<file path="config.mk">
export PLATFORM = sky130hd
export DESIGN_NAME = lcd_feed_monitor
export DESIGN_NICKNAME = d
export VERILOG_FILES = /design/src/rtl/lcd_feed_pkg.sv /design/src/rtl/seg7_decode.sv /design/src/rtl/lcd_feed_monitor.sv
export SDC_FILE = /design/constraint.sdc
export NUM_CORES = 1
export LEC_CHECK = 0
export CORE_ASPECT_RATIO = 0.75
export CORE_MARGIN = 3
export CORE_UTILIZATION = 29
export CTS_BUF_LIST = sky130_fd_sc_hd__clkbuf_4
export DETAILED_ROUTE_END_ITERATION = 8
export SKIP_LAST_GASP = 1
export SYNTH_ARGS = -nofsm -noshare
export SYNTH_HDL_FRONTEND = slang
export SYNTH_SLANG_ARGS = --single-unit
export TNS_END_PERCENT = 5
</file>
<file path="constraint.sdc">
create_clock -name clk -period 2.4 [get_ports clk]
set_input_delay 0.48 -clock clk [delete_from_list [all_inputs] [get_ports clk]]
set_output_delay 0.48 -clock clk [all_outputs]
set_load 0.02 [all_outputs]
</file>
<file path="src/rtl/lcd_feed_pkg.sv">
//------------------------------------------------------------------------------
// Module   : lcd_feed_pkg
// Brief    : Shared types and constants for the LCD feed monitor block.
// Revision : 1.0 - initial release
//------------------------------------------------------------------------------
`default_nettype none

package lcd_feed_pkg;

  typedef enum logic [1:0] {
    IDLE = 2'd0,
    POP  = 2'd1,
    WAIT = 2'd2,
    SEND = 2'd3
  } feed_state_e;

  // Active-low {g,f,e,d,c,b,a} patterns; element 0 is the glyph for nibble 0.
  localparam logic [15:0][6:0] SEG7_LUT = {
    7'h0E, 7'h06, 7'h21, 7'h46, 7'h03, 7'h08, 7'h10, 7'h00,
    7'h78, 7'h02, 7'h12, 7'h19, 7'h30, 7'h24, 7'h79, 7'h40
  };

  function automatic logic [6:0] seg7_lookup(input logic [3:0] nibble);
    return SEG7_LUT[nibble];
  endfunction

endpackage

`default_nettype wire

</file>
<file path="src/rtl/seg7_decode.sv">
//------------------------------------------------------------------------------
// Module   : seg7_decode
// Brief    : Hex nibble plus active-low decimal point to active-low 7-seg byte.
// Revision : 1.0 - initial release
//------------------------------------------------------------------------------
`default_nettype none

module seg7_decode
  import lcd_feed_pkg::*;
(
  input  logic [3:0] nibble_i,
  input  logic       dp_n_i,
  output logic [7:0] seg_o
);

  assign seg_o = {dp_n_i, seg7_lookup(nibble_i)};

endmodule

`default_nettype wire

</file>
<file path="src/rtl/lcd_feed_monitor.sv">
//------------------------------------------------------------------------------
// Module   : lcd_feed_monitor
// Brief    : FIFO-to-LCD-host adapter, LED counter and three hex digit decoders.
// Revision : 1.0 - initial release
//------------------------------------------------------------------------------
`default_nettype none

module lcd_feed_monitor
  import lcd_feed_pkg::*;
#(
  parameter int FIFO_W = 9,
  parameter int CNT_W  = 8
) (
  input  logic              clk,
  input  logic              rst_n,
  input  logic              fifo_empty,
  input  logic [FIFO_W-1:0] fifo_dout,
  output logic              fifo_rd_en,
  input  logic              init_done,
  input  logic              host_ready,
  output logic              host_valid,
  output logic              host_rs,
  output logic [7:0]        host_data,
  input  logic [CNT_W-1:0]  cnt_d_in,
  input  logic              cnt_set,
  input  logic              cnt_en,
  output logic [CNT_W-1:0]  cnt_q,
  input  logic [11:0]       disp_value,
  input  logic [2:0]        disp_dp,
  output logic [7:0]        hex0,
  output logic [7:0]        hex1,
  output logic [7:0]        hex2
);

  feed_state_e       state_q, state_d;
  logic [8:0]        host_word_q, host_word_d;
  logic [CNT_W-1:0]  cnt_val_q, cnt_val_d;

  always_ff @(posedge clk or negedge rst_n) begin
    if (!rst_n) begin
      state_q <= IDLE;
    end else begin
      state_q <= state_d;
    end
  end

  // init_done and fifo_empty only matter in IDLE; once popped, a word always completes.
  always_comb begin
    state_d = state_q;
    case (state_q)
      IDLE:    if (init_done && !fifo_empty) state_d = POP;
      POP:     state_d = WAIT;
      WAIT:    state_d = SEND;
      SEND:    if (host_ready) state_d = IDLE;
      default: state_d = IDLE;
    endcase
  end

  always_comb begin
    fifo_rd_en = 1'b0;
    host_valid = 1'b0;
    case (state_q)
      POP:     fifo_rd_en = 1'b1;
      SEND:    host_valid = 1'b1;
      default: ;
    endcase
  end

  // FIFO read data is valid in WAIT, the cycle after the pop strobe.
  assign host_word_d = (state_q == WAIT) ? {fifo_dout[FIFO_W-1], fifo_dout[7:0]}
                                         : host_word_q;

  always_ff @(posedge clk or negedge rst_n) begin
    if (!rst_n) begin
      host_word_q <= '0;
    end else begin
      host_word_q <= host_word_d;
    end
  end

  assign host_rs   = host_word_q[8];
  assign host_data = host_word_q[7:0];

  always_comb begin
    cnt_val_d = cnt_val_q;
    if (cnt_set) begin
      cnt_val_d = cnt_d_in;
    end else if (cnt_en) begin
      cnt_val_d = cnt_val_q + 1'b1;
    end
  end

  always_ff @(posedge clk or negedge rst_n) begin
    if (!rst_n) begin
      cnt_val_q <= '0;
    end else begin
      cnt_val_q <= cnt_val_d;
    end
  end

  assign cnt_q = cnt_val_q;

  seg7_decode u_hex0 (
    .nibble_i (disp_value[3:0]),
    .dp_n_i   (disp_dp[0]),
    .seg_o    (hex0)
  );

  seg7_decode u_hex1 (
    .nibble_i (disp_value[7:4]),
    .dp_n_i   (disp_dp[1]),
    .seg_o    (hex1)
  );

  seg7_decode u_hex2 (
    .nibble_i (disp_value[11:8]),
    .dp_n_i   (disp_dp[2]),
    .seg_o    (hex2)
  );

endmodule

`default_nettype wire

</file>
==> flow_metrics.tcl, run 1 <==
set metrics [dict create \
    synth_edf_count 0 \
    io_buffers 75 \
    fin_crit_ns 2.629 \
    p_leak_nw 1.325 \
    synth_cell_types 35 \
    grt_pass1_wl_um 7355 \
    max_freq_ghz 0.3804 \
    synth.largest_area_cell "dfrtp_1" \
    finalHoldViolCount 0 \
    initial_core_util_pct 31.31 \
    num_vias 1619 \
    ys_seq_area_share_pct 27.20 \
    worstPathRequired_ns 1.92 \
    critical_path_arrival_ns 2.15 \
    fin_hold_ws_ns 0.4937 \
    final_area_mm2 0.002774 \
    max_slew_margin_pct 69.60 \
    route.detailed.wl_per_inst_um 11.91 \
    antennaDiodeCount 0 \
    synthMuxAreaShare_pct 16.18 \
    setup_ws_ns -0.2289 \
    grt_pass1_vias 1637 \
    path_clk_slew_ns 0.10 \
    synth_top_family_by_area "adder cells" \
    die_area_mm2 0.007005 \
    area_delta_synth_final_pct 58.70 \
    nets 356 \
    grtUsageTotal_pct 12.58 \
    rsz0062_at_grt "yes" \
    die_x_um 95.65 \
    hp-class "flip-flop to flip-flop" \
    synth_area_mm2 0.001748 \
    final_layout_size_suffix_gt1_share_pct 14.88 \
    violations "negative setup slack" \
    status "complete, but fails checks" \
    synth-compound-area-share_pct 11.88 \
    ios 82 \
    grt_max_degree 20 \
    via_per_inst 4.448 \
    synth_fa_ha_area_share_pct 19.33 \
    drt-pass1-iter-count 4 \
    ys.flop_type "dfrtp_1" \
    min_period_over_period_pct 109.5 \
    place_congestion 0.8113 \
    cts_max_path_buffers 2 \
    core_mm2 0.005583 \
    layout.cells.most_common "clkdlybuf4s50_1" \
    antenna_left 0 \
    final_cell_mix "clkdlybuf4s50_1, buf_4, ha_1" \
    synthSimpleGateAreaFrac_pct 16.11 \
    netlist_instances 189 \
    ys_warn_count 0 \
    async_flop_share_pct 100.0 \
    setup_violations 19 \
    final.setup.tns_ns -2.000 \
    synth_nets 255 \
    crit_type "input port to output port" \
    rows 23 \
    yosys.area.top_type_share_pct 27.20 \
    cts_buffers 3 \
    synth_xor_area_share_pct 2.004 \
    tritoncts "built" \
    overflow 0 \
    dpl_cell_area_mm2 0.002769 \
    antenna_found_initial 0 \
    slew_violations 0 \
    cts.sinks 19 \
    synth.avg_cell_area_um2 9.248 \
    peakVddDrop_v 0.0002137 \
    ys_top_cells_by_area "dfrtp_1, ha_1, mux2_1, mux2i_1, o21ai_1" \
    clkLatencyLatePin_ns 0.28 \
    drc 0 \
    clock_tree.root_cell "clkbuf_4" \
    worst_pin_slew_ns 0.4560 \
    finalClockSkew_ns 0.0006826 \
    htreeDepth 1 \
    wirelength_um 4337 \
    cp-start-kind "input port" \
    pwr_density_cell_mw_per_mm2 576.6 \
    crit_fanout 3 \
    die_h_um 73.24 \
    yosys_register_bits 19 \
    ctsHoldBuffers 0 \
    initialDrtViolationCount 41 \
    maxCapViolations 0 \
    end_kind "output port" \
    dp_hpwl_um 3569 \
]
-- metal layers --
metal,vias up,track usage [%],wire (µm)
li1,852,-,-
met1,706,19.24,2232
met2,59,18.72,1720
met3,2,1.959,378
met4,0,2.208,6
met5,-,0,0
-- path summary, 6_finish.rpt --
path | end | cells past startpoint | startpoint | slack, ns
max in group asynchronous | host_word_q[8] | 2 | rst_n | 1.69
setup reg to reg | host_word_q[0] | 3 | state_q[0] | 0.91
hold reg to reg | host_word_q[8] | 1 | host_word_q[8] | 0.49
hold / removal | host_word_q[8] | 1 | host_word_q[8] | 0.49
setup / recovery | hex1[3] | 6 | disp_value[4] | -0.23
min in group asynchronous | cnt_q[7] | 2 | rst_n | 0.52
-- through the flow --
stage	instances	util (%)	worst slack [ns]	power (mW)
after detailed placement	360	49.60	-0.4671	1.486
after global placement	360	49.60	-0.4317	1.468
final	364	49.69	-0.2289	1.599
after CTS	364	49.62	-0.2492	1.627
after floorplan	189	-	0.4805	1.026
after global routing	364	49.69	-0.3212	1.731
-- flip-flops by register name, summed over array words and instances (netlist names) --
signal       cells
host_word_q      9
cnt_q            8
state_q          2
-- critical path: stages --
cell and delay (ns):
clkdlybuf4s50_1 0.48, inv_1 0.08, ha_1 0.28, inv_1 0.05, mux4_2 0.45, dlygate4sd2_1 0.34
-- logic make-up after synthesis --
group,after synthesis
DFF,19
buffers and inverters,26
xor gates and xnor gates,4
muxes,24
adders and majority gates,27
AOI/OAI and AO/OA,35
and+or+nand+nor,54
-- cell usage after synthesis, drive strengths merged, types with 3 or more instances --
cell and count:
ha 27, o21ai 21, dfrtp 19, nand2 19, mux2 14, inv 13
buf 10, nor2 9, mux2i 8, nand3 6, nor2b 5, a21oi 4
a32o 3, clkbuf 3, nand2b 3, nand4 3, or4 3, xor2 3
-- what timing repair did --
item	4_1_cts	5_1_grt
gates resized for setup	21	2
setup buffers	0	0
endpoints found under the setup margin	21	21
pin swaps	0	0
-- final cells by class --
cell class	instances	area, µm²
Sequential cell	19	475.5
Fill cell	540	2809
Multi-Input combinational cell	144	1145
Tap cell	75	93.84
Clock inverter	1	5.005
Timing Repair Buffer	109	983.4
Inverter	13	48.80
Clock buffer	3	22.52
-- power by group --
part,internal [mW],switching (mW)
Sequential,0.433,0.0733
Combinational,0.478,0.459
Clock,0.0618,0.0944
Note: power is estimated with default switching activity, not from simulation.
==> run 2: changes to the inputs <==
Settings changed: CAP_MARGIN set to 20, CORE_UTILIZATION 29 to 46, PLACE_DENSITY set to 0.88, SKIP_LAST_GASP 1 to not set.
==> run 2 against run 1 <==
The flow now finishes without violations; register-to-register slack worse by 0.05 ns; power up 1.5%; maximum frequency rose by 14%; cell area fell by 2.5%; critical path type unchanged; first-iteration DRC count rose by 56%; worst setup slack better by 0.31 ns.
==> flow_metrics.tcl, run 2 (synthesis gave the netlist of run 1 again) <==
set metrics [dict create \
    die_x_um 77.18 \
    die_h_um 59.39 \
    crit_type "input port to output port" \
    finalClockSkew_ns 0.01058 \
    p_leak_nw 1.329 \
    route.detailed.wl_per_inst_um 13.87 \
    htreeDepth 1 \
    overflow 0 \
    crit_fanout 6 \
    grt_pass1_wl_um 7941 \
    hp-class "input port to async pin" \
    rows 18 \
    end_kind "output port" \
    cp-start-kind "input port" \
    grtUsageTotal_pct 21.46 \
    cts_resized 72 \
    peakVddDrop_v 0.0003820 \
    worst-r2r-cell-count 3 \
    fin_hold_ws_ns 0.4963 \
    worst_pin_slew_ns 0.4965 \
    min_period_over_period_pct 96.47 \
    critical_path_arrival_ns 1.84 \
    maxCapViolations 0 \
    r2r_start "state_q[0]" \
    pwr_density_cell_mw_per_mm2 600.2 \
    finalHoldViolCount 0 \
    layout.cells.most_common "clkdlybuf4s50_1" \
    grt_max_degree 20 \
    ios 82 \
    grt_pass1_vias 1740 \
    final_cell_mix "clkdlybuf4s50_1, buf_4, ha_1" \
    rsz0062_at_grt "no" \
    antenna_left 0 \
    cts_max_path_buffers 2 \
    cts_setup_buffers 0 \
    crit_family "buffers and inverters" \
    final_layout_size_suffix_gt1_share_pct 23.34 \
    cts.sinks 19 \
    nets 354 \
    place_inst 333 \
    dp_hpwl_um 3933 \
    setup_ws_ns 0.08472 \
    slew_violations 0 \
    core_mm2 0.003468 \
    via_per_inst 5.050 \
    cp-startpoint "disp_value[3]" \
    wirelength_um 4673 \
    slowest_stage "clkdlybuf4s50_1" \
    initialDrtViolationCount 64 \
    setup_violations 0 \
    io_buffers 75 \
    post-place-ws_ns -0.4856 \
    place_congestion 0.9162 \
    final.setup.tns_ns 0 \
    critPathMaxStageDelay_ns 0.53 \
    final_area_mm2 0.002704 \
    num_vias 1702 \
    status "completed" \
    final_cells 337 \
    tritoncts "built" \
    worst-path-buf-inv 2 \
    clock_tree.root_cell "clkbuf_4" \
    drc 0 \
    worstPathRequired_ns 1.92 \
    cp.depth 4 \
    crit_chain "clkdlybuf4s50_1 -> or2_1 -> o22ai_1 -> dlygate4sd2_1" \
    largest_register_ffs 9 \
    area_delta_synth_final_pct 54.69 \
    path_clk_slew_ns 0.12 \
    max_freq_ghz 0.4319 \
    die_area_mm2 0.004583 \
    drt-pass1-iter-count 6 \
    regMostFlops "host_word_q" \
    dpl_cell_area_mm2 0.002723 \
    ctsHoldBuffers 0 \
    antenna_found_initial 0 \
    initial_core_util_pct 50.40 \
    max_slew_margin_pct 66.90 \
    cts_buffers 3 \
    fin_crit_ns 2.315 \
    antennaDiodeCount 0 \
    clkLatencyLatePin_ns 0.30 \
]
## run 2: layout make-up
class	count	area [µm²]
Clock buffer	3	22.52
Clock inverter	1	5.005
Fill cell	259	764.5
Inverter	13	48.80
Multi-Input combinational cell	144	1147
Sequential cell	19	475.5
Tap cell	50	62.56
Timing Repair Buffer	107	942.2
## run 2: metal layers
layer | vias up | track usage (%) | share of wire [%]
met5 | - | 0 | 0
met4 | 0 | 4.569 | 0.92
met3 | 4 | 3.495 | 5.3
met2 | 49 | 40.59 | 49
met1 | 796 | 26.07 | 45
li1 | 853 | - | -
## run 2: worst reg2reg max path: cells and delay by family (launching register included)
kind / cells / cell delay [ns]
buffers and inverters: 1 / 0.13
multiplexers: 1 / 0.38
flip-flops: 1 / 0.43
adder cells (fa/ha/maj): 1 / 0.49
## run 2: through the flow
step	utilization [%]	power (mW)
after detailed placement	78.50	1.500
after floorplan	-	1.026
after global routing	77.96	1.740
final	77.96	1.623
after CTS	77.96	1.640
after global placement	78.50	1.452
## run 2: path summary, 6_finish.rpt
kind	end	slack [ns]
min in group clk	host_word_q[1]	0.50
hold / removal	state_q[0]	0.50
max in group asynchronous	cnt_q[3]	1.69
setup / recovery	hex0[2]	0.08
setup reg to reg	host_word_q[3]	0.86
hold reg to reg	host_word_q[1]	0.50
## run 2: power by group
group	leakage, nW	switching (mW)	internal (mW)	total (mW)
Combinational	1.09	0.471	0.477	0.948
Sequential	0.225	0.0791	0.433	0.512
Clock	0.0177	0.101	0.0621	0.163
